File: config.mk
export PLATFORM = sky130hd
export DESIGN_NAME = seq_divider_flat
export DESIGN_NICKNAME = d
export VERILOG_FILES = /design/src/rtl/div_pkg.sv /design/src/rtl/seq_divider_if.sv /design/src/rtl/div_step.sv /design/src/rtl/seq_divider.sv /design/src/flat_wrapper.sv
export SDC_FILE = /design/constraint.sdc
export NUM_CORES = 1
export LEC_CHECK = 0
export ABC_AREA = 1
export CAP_MARGIN = 20
export CORE_MARGIN = 2
export CORE_UTILIZATION = 60
export DETAILED_ROUTE_END_ITERATION = 6
export PLACE_DENSITY = 0.85
export SLEW_MARGIN = 40
export SYNTH_ARGS = -nofsm -noshare
export SYNTH_HDL_FRONTEND = slang
export SYNTH_HIERARCHICAL = 1
export SYNTH_SLANG_ARGS = --single-unit
File: constraint.sdc
create_clock -name clk -period 3.8 [get_ports clk]
set_clock_uncertainty 0.05 [all_clocks]
set_input_delay 0.76 -clock clk [delete_from_list [all_inputs] [get_ports clk]]
set_output_delay 0.76 -clock clk [all_outputs]
set_load 0.01 [all_outputs]
File: src/rtl/div_pkg.sv
// Shared definitions for the sequential signed divider: FSM states and width constants.
package div_pkg;

  typedef enum logic [1:0] {
    IDLE = 2'd0,
    CALC = 2'd1,
    FIX  = 2'd2
  } state_e;

  localparam int DEF_WIDTH = 12;

  // Signed quotient limits at the default width.
  localparam logic [DEF_WIDTH-1:0] SAT_MAX = {1'b0, {(DEF_WIDTH-1){1'b1}}};
  localparam logic [DEF_WIDTH-1:0] SAT_MIN = {1'b1, {(DEF_WIDTH-1){1'b0}}};

endpackage

File: src/rtl/seq_divider_if.sv
// Operand/result bundle of the sequential divider, same start/ready handshake as the Booth multiplier.
import div_pkg::*;

interface seq_divider_if #(parameter int WIDTH = DEF_WIDTH);
  // Handshake: start is taken only at a rising edge where ready=1; operands are sampled on that edge.
  // ready stays low while busy; quotient/remainder/ovf/dbz are valid and held whenever ready=1.
  logic                 start;
  logic [2*WIDTH-1:0]   dividend;
  logic [WIDTH-1:0]     divisor;
  logic [WIDTH-1:0]     quotient;
  logic [WIDTH-1:0]     remainder;
  logic                 ready;
  logic                 ovf;
  logic                 dbz;

  modport master (
    output start, dividend, divisor,
    input  quotient, remainder, ready, ovf, dbz
  );

  modport slave (
    input  start, dividend, divisor,
    output quotient, remainder, ready, ovf, dbz
  );
endinterface

File: src/rtl/div_step.sv
// One restoring division step: shift in the next dividend bit and trial-subtract the divisor magnitude.
module div_step #(
  parameter int WIDTH = 12
) (
  input  logic [WIDTH-1:0] rem_in,
  input  logic             bit_in,
  input  logic [WIDTH-1:0] dvs,
  output logic [WIDTH-1:0] rem_out,
  output logic             q_bit
);

  logic [WIDTH:0]   shifted;
  logic [WIDTH-1:0] diff;
  logic             borrow;

  // rem_in < dvs, so the shifted value fits WIDTH+1 bits and a successful difference fits WIDTH bits.
  always_comb begin
    shifted = {rem_in, bit_in};
    borrow  = (shifted < {1'b0, dvs});
    diff    = shifted[WIDTH-1:0] - dvs;
    q_bit   = ~borrow;
    rem_out = borrow ? shifted[WIDTH-1:0] : diff;
  end

endmodule

File: src/rtl/seq_divider.sv
// Multi-cycle signed divider: 2W/W restoring division on magnitudes, then a one-cycle sign fix-up.
// Build option DIV_SATURATE_EN: saturate the quotient on overflow / divide-by-zero instead of zeroing it.
import div_pkg::*;

module seq_divider #(
  parameter int WIDTH = DEF_WIDTH
) (
  input  logic                clk,
  input  logic                rst,
  seq_divider_if.slave        bus,
  output state_e              dbg_state
);

  localparam int CNT_W = $clog2(WIDTH + 1);
  localparam logic [WIDTH-1:0] Q_MAX = {1'b0, {(WIDTH-1){1'b1}}};
  localparam logic [WIDTH-1:0] Q_MIN = {1'b1, {(WIDTH-1){1'b0}}};

`ifdef DIV_SATURATE_EN
  localparam bit SAT_EN = 1'b1;
`else
  localparam bit SAT_EN = 1'b0;
`endif

  state_e             state_q, state_d;
  logic [CNT_W-1:0]   count_q, count_d;
  logic [WIDTH-1:0]   rem_q, rem_d;
  logic [WIDTH-1:0]   lo_q, lo_d;
  logic [WIDTH-1:0]   dvs_q, dvs_d;
  logic [WIDTH-1:0]   quo_q, quo_d;
  logic               sdvd_q, sdvd_d;
  logic               sdvs_q, sdvs_d;
  logic               ovf_i_q, ovf_i_d;
  logic               dbz_i_q, dbz_i_d;
  logic [WIDTH-1:0]   q_out_q, q_out_d;
  logic [WIDTH-1:0]   r_out_q, r_out_d;
  logic               ovf_q, ovf_d;
  logic               dbz_q, dbz_d;

  logic [2*WIDTH-1:0] dvd_abs;
  logic [WIDTH-1:0]   dvs_abs;
  logic [WIDTH-1:0]   step_rem;
  logic               step_q;
  logic               neg_q;
  logic               range_ovf;

  assign dvd_abs = bus.dividend[2*WIDTH-1] ? -bus.dividend : bus.dividend;
  assign dvs_abs = bus.divisor[WIDTH-1]    ? -bus.divisor  : bus.divisor;

  div_step #(.WIDTH(WIDTH)) u_step (
    .rem_in  (rem_q),
    .bit_in  (lo_q[WIDTH-1]),
    .dvs     (dvs_q),
    .rem_out (step_rem),
    .q_bit   (step_q)
  );

  // The magnitude quotient is below 2^WIDTH here; the negative side may reach one further than the positive.
  assign neg_q     = sdvd_q ^ sdvs_q;
  assign range_ovf = neg_q ? (quo_q > Q_MIN) : (quo_q > Q_MAX);

  always_comb begin
    state_d = state_q;
    count_d = count_q;
    rem_d   = rem_q;
    lo_d    = lo_q;
    dvs_d   = dvs_q;
    quo_d   = quo_q;
    sdvd_d  = sdvd_q;
    sdvs_d  = sdvs_q;
    ovf_i_d = ovf_i_q;
    dbz_i_d = dbz_i_q;
    q_out_d = q_out_q;
    r_out_d = r_out_q;
    ovf_d   = ovf_q;
    dbz_d   = dbz_q;

    unique case (state_q)
      IDLE: begin
        if (bus.start) begin
          rem_d   = dvd_abs[2*WIDTH-1:WIDTH];
          lo_d    = dvd_abs[WIDTH-1:0];
          dvs_d   = dvs_abs;
          quo_d   = '0;
          sdvd_d  = bus.dividend[2*WIDTH-1];
          sdvs_d  = bus.divisor[WIDTH-1];
          ovf_i_d = 1'b0;
          dbz_i_d = 1'b0;
          count_d = CNT_W'(WIDTH);
          if (bus.divisor == '0) begin
            dbz_i_d = 1'b1;
            state_d = FIX;
          end else if (dvd_abs[2*WIDTH-1:WIDTH] >= dvs_abs) begin
            ovf_i_d = 1'b1;
            state_d = FIX;
          end else begin
            state_d = CALC;
          end
        end
      end

      CALC: begin
        rem_d   = step_rem;
        quo_d   = {quo_q[WIDTH-2:0], step_q};
        lo_d    = {lo_q[WIDTH-2:0], 1'b0};
        count_d = count_q - CNT_W'(1);
        if (count_q == CNT_W'(1)) state_d = FIX;
      end

      FIX: begin
        state_d = IDLE;
        if (dbz_i_q) begin
          dbz_d   = 1'b1;
          ovf_d   = 1'b0;
          q_out_d = SAT_EN ? (sdvd_q ? Q_MIN : Q_MAX) : '0;
          r_out_d = '0;
        end else if (ovf_i_q || range_ovf) begin
          dbz_d   = 1'b0;
          ovf_d   = 1'b1;
          q_out_d = SAT_EN ? (neg_q ? Q_MIN : Q_MAX) : '0;
          r_out_d = '0;
        end else begin
          dbz_d   = 1'b0;
          ovf_d   = 1'b0;
          q_out_d = neg_q  ? -quo_q : quo_q;
          r_out_d = sdvd_q ? -rem_q : rem_q;
        end
      end

      default: state_d = IDLE;
    endcase
  end

  always_ff @(posedge clk) begin
    if (rst) begin
      state_q <= IDLE;
      count_q <= '0;
      rem_q   <= '0;
      lo_q    <= '0;
      dvs_q   <= '0;
      quo_q   <= '0;
      sdvd_q  <= 1'b0;
      sdvs_q  <= 1'b0;
      ovf_i_q <= 1'b0;
      dbz_i_q <= 1'b0;
      q_out_q <= '0;
      r_out_q <= '0;
      ovf_q   <= 1'b0;
      dbz_q   <= 1'b0;
    end else begin
      state_q <= state_d;
      count_q <= count_d;
      rem_q   <= rem_d;
      lo_q    <= lo_d;
      dvs_q   <= dvs_d;
      quo_q   <= quo_d;
      sdvd_q  <= sdvd_d;
      sdvs_q  <= sdvs_d;
      ovf_i_q <= ovf_i_d;
      dbz_i_q <= dbz_i_d;
      q_out_q <= q_out_d;
      r_out_q <= r_out_d;
      ovf_q   <= ovf_d;
      dbz_q   <= dbz_d;
    end
  end

  assign bus.ready     = (state_q == IDLE);
  assign bus.quotient  = q_out_q;
  assign bus.remainder = r_out_q;
  assign bus.ovf       = ovf_q;
  assign bus.dbz       = dbz_q;
  assign dbg_state     = state_q;

endmodule

File: src/flat_wrapper.sv
// flat-port wrapper written by rule: the top's interface ports become plain ports
module seq_divider_flat 
#(
  parameter int WIDTH = DEF_WIDTH
)
  (clk, rst, dbg_state, bus_start, bus_dividend, bus_divisor, bus_quotient, bus_remainder, bus_ready, bus_ovf, bus_dbz);
  seq_divider_if #(.WIDTH(WIDTH)) bus_i ();
  input  logic clk;
  input  logic rst;
  output state_e dbg_state;
  input wire logic [$bits(bus_i.start)-1:0] bus_start;
  input wire logic [$bits(bus_i.dividend)-1:0] bus_dividend;
  input wire logic [$bits(bus_i.divisor)-1:0] bus_divisor;
  output wire logic [$bits(bus_i.quotient)-1:0] bus_quotient;
  output wire logic [$bits(bus_i.remainder)-1:0] bus_remainder;
  output wire logic [$bits(bus_i.ready)-1:0] bus_ready;
  output wire logic [$bits(bus_i.ovf)-1:0] bus_ovf;
  output wire logic [$bits(bus_i.dbz)-1:0] bus_dbz;
  assign bus_i.start = bus_start;
  assign bus_i.dividend = bus_dividend;
  assign bus_i.divisor = bus_divisor;
  assign bus_quotient = bus_i.quotient;
  assign bus_remainder = bus_i.remainder;
  assign bus_ready = bus_i.ready;
  assign bus_ovf = bus_i.ovf;
  assign bus_dbz = bus_i.dbz;
  seq_divider #(.WIDTH(WIDTH)) u_core (.clk(clk), .rst(rst), .bus(bus_i), .dbg_state(dbg_state));
endmodule
After elaboration in Yosys (flattened, before gate mapping)
Index checks and enable logic that the tools add are counted.
{"block": "classes", "addsub": 6, "n_eq_ne": 5, "n_mux": 29, "n_reduce_logical": 7, "n_lt_le_gt_ge": 4, "n_bitwise": 2}
{"op": "$mux 12", "count": 11}
{"op": "$pmux 12 s2", "count": 3}
{"op": "$neg 12->12", "count": 3}
{"op": "$mux 24", "count": 1}
{"op": "$neg 24->24", "count": 1}
{"op": "$lt 13x12->1", "count": 1}
{"op": "$ge 12x12->1", "count": 1}
{"op": "$gt 12x11->1 const B", "count": 1}
{"op": "$gt 12x12->1 const B", "count": 1}
{"op": "$logic_not 12->1", "count": 1}
{"op": "$sub 12x12->12", "count": 1}
{"op": "$mux 2", "count": 4}
{"op": "$pmux 4 s2", "count": 1}
{"op": "$mux 1", "count": 7}
{"op": "$reduce_and 2->1", "count": 3}
{"op": "$eq 4x1->1 const B", "count": 1}
{"op": "$mux 4", "count": 1}
{"op": "$pmux 2 s2", "count": 1}
{"op": "$sub 4x1->4 const B", "count": 1}
{"op": "$eq 2x1->1 const B", "count": 1}
{"op": "$eq 2x2->1 const B", "count": 1}
{"op": "$logic_not 2->1", "count": 1}
{"op": "$ne 2x1->1 const B", "count": 1}
{"op": "$ne 2x2->1 const B", "count": 1}
{"op": "other kinds (4)", "count": 4}
{"block": "totals", "output_inout_bits": 29, "elab_cells": 67, "register_bits": 84, "in_bits": 39}

Logic depth before layout (Yosys ltp)
{"block": "depth", "ltp_word": 7, "depth_mapped": 19, "depth_no_buf": 19}

Modules after synthesis
Netlist, hierarchy kept.
{"module": "seq_divider", "area_each_um2": 5007.3, "seq_area_each_um2": 1681.6, "instances": 1, "cells_per_inst": 779}
{"module": "div_step", "area_each_um2": 940.9, "seq_area_each_um2": 0.0, "instances": 1, "cells_per_inst": 173}

Least setup slack after synthesis
OpenSTA, ideal clock, no wires.
{"block": "synth_path", "kind": "input port to flip-flop", "from": "input bus_divisor[0]", "to": "register u_core.ovf_i_q", "path_slack_ns": 1.161, "setup_ns": 0.070, "path_stages": 18, "path_buffers": 0, "arrival_ns": 2.518, "t_required_ns": 3.680, "cell_sequence": "inv_1 ha_1 nand2_1 nor2_1 nand3_1 nor2_1 o21ai_0 nand2_1 inv_1 ha_1 nand2_1 nor2_1 nand2_1 a21oi_1 nor2_1 nand2_1 nand2_1 a21oi_1"}
{"block": "synth_between", "elab_chain_len": 5, "word_cells_on_any_way": 6, "classes_between": "add/sub (1); order compare (1); mux (3); reduce/logical (1)"}
{"item": "start, declared", "line": "flat_wrapper.sv:13", "source": "input wire logic [$bits(bus_i.divisor)-1:0] bus_divisor;"}
{"item": "$neg 12->12", "line": "seq_divider.sv:47", "source": "assign dvs_abs = bus.divisor[WIDTH-1] ? -bus.divisor : bus.divisor;"}
{"item": "$mux 12", "line": "seq_divider.sv:47"}
{"item": "$ge 12x12->1", "line": "seq_divider.sv:92", "source": "end else if (dvd_abs[2*WIDTH-1:WIDTH] >= dvs_abs) begin"}
{"item": "$mux 1", "line": "seq_divider.sv:92"}
{"item": "$mux 1 (*)", "line": "seq_divider.sv:89", "source": "if (bus.divisor == '0) begin"}
{"item": "end signal, assigned", "line": "seq_divider.sv:158", "source": "ovf_i_q <= ovf_i_d;"}
{"item": "end, declared", "line": "seq_divider.sv:32", "source": "logic ovf_i_q, ovf_i_d;"}
Mark *: on every way between the ends. The rest lies on a longest branch, timed or not.
A chain may end at the register's enable or synchronous reset.

Worst setup path in the final report
Ends and elaborated chain as after synthesis.

==> impl_metrics.tcl <==
set metrics [dict create \
    syn2layout_area_growth_pct 14.4 \
    fin_tns_setup_ns 0 \
    arrival_ns 3.25 \
    cts_setup_buffers 0 \
    grtUsageMet1_pct 36.9 \
    fin_crit_sh_pct 79.4 \
    cp-end-kind "register" \
    clock_latency_ns 0.36 \
    critPathKind "in -> reg" \
    worst-path-max-fanout 4 \
    synth.cell_area_um2 5950 \
    fillerInstances 883 \
    synth-seq-cells 84 \
    crit_end "u_core/ovf_i_q" \
    clock_sinks 84 \
    tightest_slew_ns 0.661 \
    reg2reg_from "u_core/dbg_state[1]" \
    place_hpwl_mm 10.7 \
    ys_async_sr_fraction_pct 0 \
    holdWs_ns 0.416 \
    nNetsFinal 1071 \
    die_w_um 104 \
    use_met3_pct 3.78 \
    vias_per_cell 5.29 \
    cts_hold_buf 0 \
    ctsHtreeMaxLevel 3 \
    leakage_nw 3.11 \
    fmaxAchievable_mhz 331 \
    clockBufferDepth 2 \
    slew_headroom_pct 55.9 \
    antennaDiodeCount 0 \
    drc 0 \
    syn_nets 1022 \
    io_buffer_count 67 \
    ant_nets 0 \
    grt_usage_pct 27.0 \
    grt_overflow 0 \
    drt_iter0_markers 310 \
    fin_cells 1138 \
    synth_flop_cell "dfxtp_1" \
    row_count 36 \
    grt_max_degree 64 \
    grt_pass1_vias 5330 \
    reg2reg_setup_slack_ns 1.50 \
    dieArea_um2 10700 \
    required_ns 4.03 \
    yosys_warnings 6 \
    synth_edf_count 0 \
    rsz0062_at_grt "no" \
    cp-startpoint "bus_divisor[0]" \
    core_area_um2 9680 \
    dp_slack_ns 0.446 \
    drive_above_1_share_pct 5.27 \
    dp.cells 1123 \
    run_status "complete, no violations" \
    use_met2_pct 44.5 \
    slew_viol_final 0 \
    start_util_pct 61.4 \
    ys_types 43 \
    busiest_layer "met2" \
    root_buffer "clkbuf_8" \
    numCtsBuffers 9 \
    max-cap-violations 0 \
    cts_tree "built" \
    syn-instance-count 952 \
    r2r_cells 8 \
    setup_violations 0 \
    first_pass_iters 5 \
    cts_resized 0 \
    clkTransAtPathRegs_ns 0.08 \
    wl_per_cell_um 12.3 \
    p_per_area_nw_per_um2 432 \
    globalplace.congestion 0.957 \
    grt_pass1_wl_mm 24.3 \
    wirelength_mm 14.0 \
    worst_hold_path_type "reg -> reg" \
    num_vias 6025 \
    avgSynthCellArea_um2 6.25 \
    crit_path_start_kind "input port" \
    antenna_found_initial 0 \
    synth-seq-area-share_pct 28.3 \
    dieHeight_um 104 \
    final.setup.worst_slack_ns 0.783 \
    peakVddDrop_mv 0.179 \
    ios 68 \
    fin_crit_ns 3.02 \
    finalHoldViolations 0 \
    reg2reg_to "u_core/lo_q[9]" \
]
per-layer routing:
| metal | vias to the layer above | wire [um] |
|---|---|---|
| met3 | 19 | 787 |
| met4 | 0 | 239 |
| met1 | 2682 | 6530 |
| met5 | - | 0 |
| met2 | 184 | 6430 |
| li1 | 3140 | - |
cells by family after synthesis:
group                    after synthesis  synth area share (%)
flip-flops                            84                  28.3
adder cells (fa/ha/maj)               31                  6.65
AO/OA/AOI/OAI                        161                  14.5
buffers and inverters                157                  10.8
AND/OR/NAND/NOR                      487                  35.1
XOR/XNOR                              32                  4.71
registers in the layout, indices dropped and copies added (netlist names):
register / flops
u_core/bus.quotient: 12
u_core/bus.remainder: 12
u_core/dvs_q: 12
u_core/lo_q: 12
u_core/quo_q: 12
u_core/rem_q: 12
u_core/count_q: 4
u_core/dbg_state: 2
u_core/bus.dbz: 1
u_core/bus.ovf: 1
u_core/dbz_i_q: 1
u_core/ovf_i_q: 1
u_core/sdvd_q: 1
u_core/sdvs_q: 1
worst min-delay path by stage:
stage	startpoint	endpoint	slack [ns]	cells past startpoint
2_1_floorplan	u_core/lo_q[0]	u_core/lo_q[0]	0.39	2
3_3_place_gp	u_core/lo_q[7]	u_core/lo_q[7]	0.40	2
3_5_place_dp	u_core/lo_q[7]	u_core/lo_q[7]	0.40	2
4_1_cts	u_core/lo_q[7]	u_core/lo_q[7]	0.41	2
5_1_grt	u_core/lo_q[7]	u_core/lo_q[7]	0.43	2
6_report	u_core/lo_q[5]	u_core/lo_q[5]	0.42	2
cell usage in the layout (no fill, tap or decap), drive strengths merged:
cell / n
a21boi: 1
a21oi: 88
a31oi: 1
a41oi: 1
and2: 3
buf: 5
clkbuf: 9
clkdlybuf4s50: 66
clkinv: 3
clkinvlp: 3
dfxtp: 84
fa: 1
ha: 30
inv: 124
nand2: 276
nand3: 73
nand3b: 3
nand4: 14
nor2: 110
nor3: 6
o211ai: 7
o21a: 1
o21ai: 57
o21bai: 2
o22ai: 1
o31ai: 2
or2: 2
xnor2: 8
xor2: 24
through the flow:
stage | instance area (um^2) | util (%) | total power [mW]
floorplan | 5950 | - | 2.11
global route | 6800 | 70.2 | 3.18
detailed placement | 6640 | 68.5 | 2.39
finish | 6800 | 70.2 | 2.94
global placement | 6640 | 68.5 | 2.36
CTS | 6800 | 70.2 | 2.94
final cells by class:
class / count / area, um^2 / area share, %
Timing Repair Buffer: 71 / 696 / 10.2
Tap cell: 133 / 166 / 2.45
Multi-Input combinational cell: 711 / 3620 / 53.2
Sequential cell: 84 / 1680 / 24.7
Clock buffer: 9 / 124 / 1.82
Clock inverter: 6 / 41.3 / 0.607
Inverter: 124 / 472 / 6.93
where the power goes:
group | internal, mW | switching (mW)
registers | 0.970 | 0.0881
clock network | 0.233 | 0.319
logic | 0.486 | 0.844
cell usage after synthesis, types with 5 or more instances:
master	count	share of area, %
nand2_1	266	17
buf_2	8	0.67
nor2_1	104	6.6
nand3_1	71	6.0
a21oi_1	88	7.4
dfxtp_1	84	28
nand2_2	8	0.84
o211ai_1	7	0.88
nor3_1	5	0.42
xor2_1	24	3.5
nand4_1	14	1.5
inv_2	6	0.38
inv_1	116	7.3
ha_1	30	6.3
clkbuf_1	19	1.2
xnor2_1	8	1.2
o21ai_0	52	4.4
worst max-delay path, stage by stage:
cell and delay (ns):
clkdlybuf4s50_1 0.44, inv_1 0.14, ha_1 0.18, nand2_1 0.05, nor2_1 0.15, nand3_1 0.12, nor2_1 0.17, o21ai_0 0.10
nand2_1 0.10, inv_1 0.05, ha_1 0.27, nand2_1 0.06, nor2_1 0.17, nand2_1 0.07, a21oi_1 0.12, nor2_1 0.09
nand2_1 0.06, nand2_1 0.05, a21oi_1 0.11
Power figures use the tool's default switching activity.
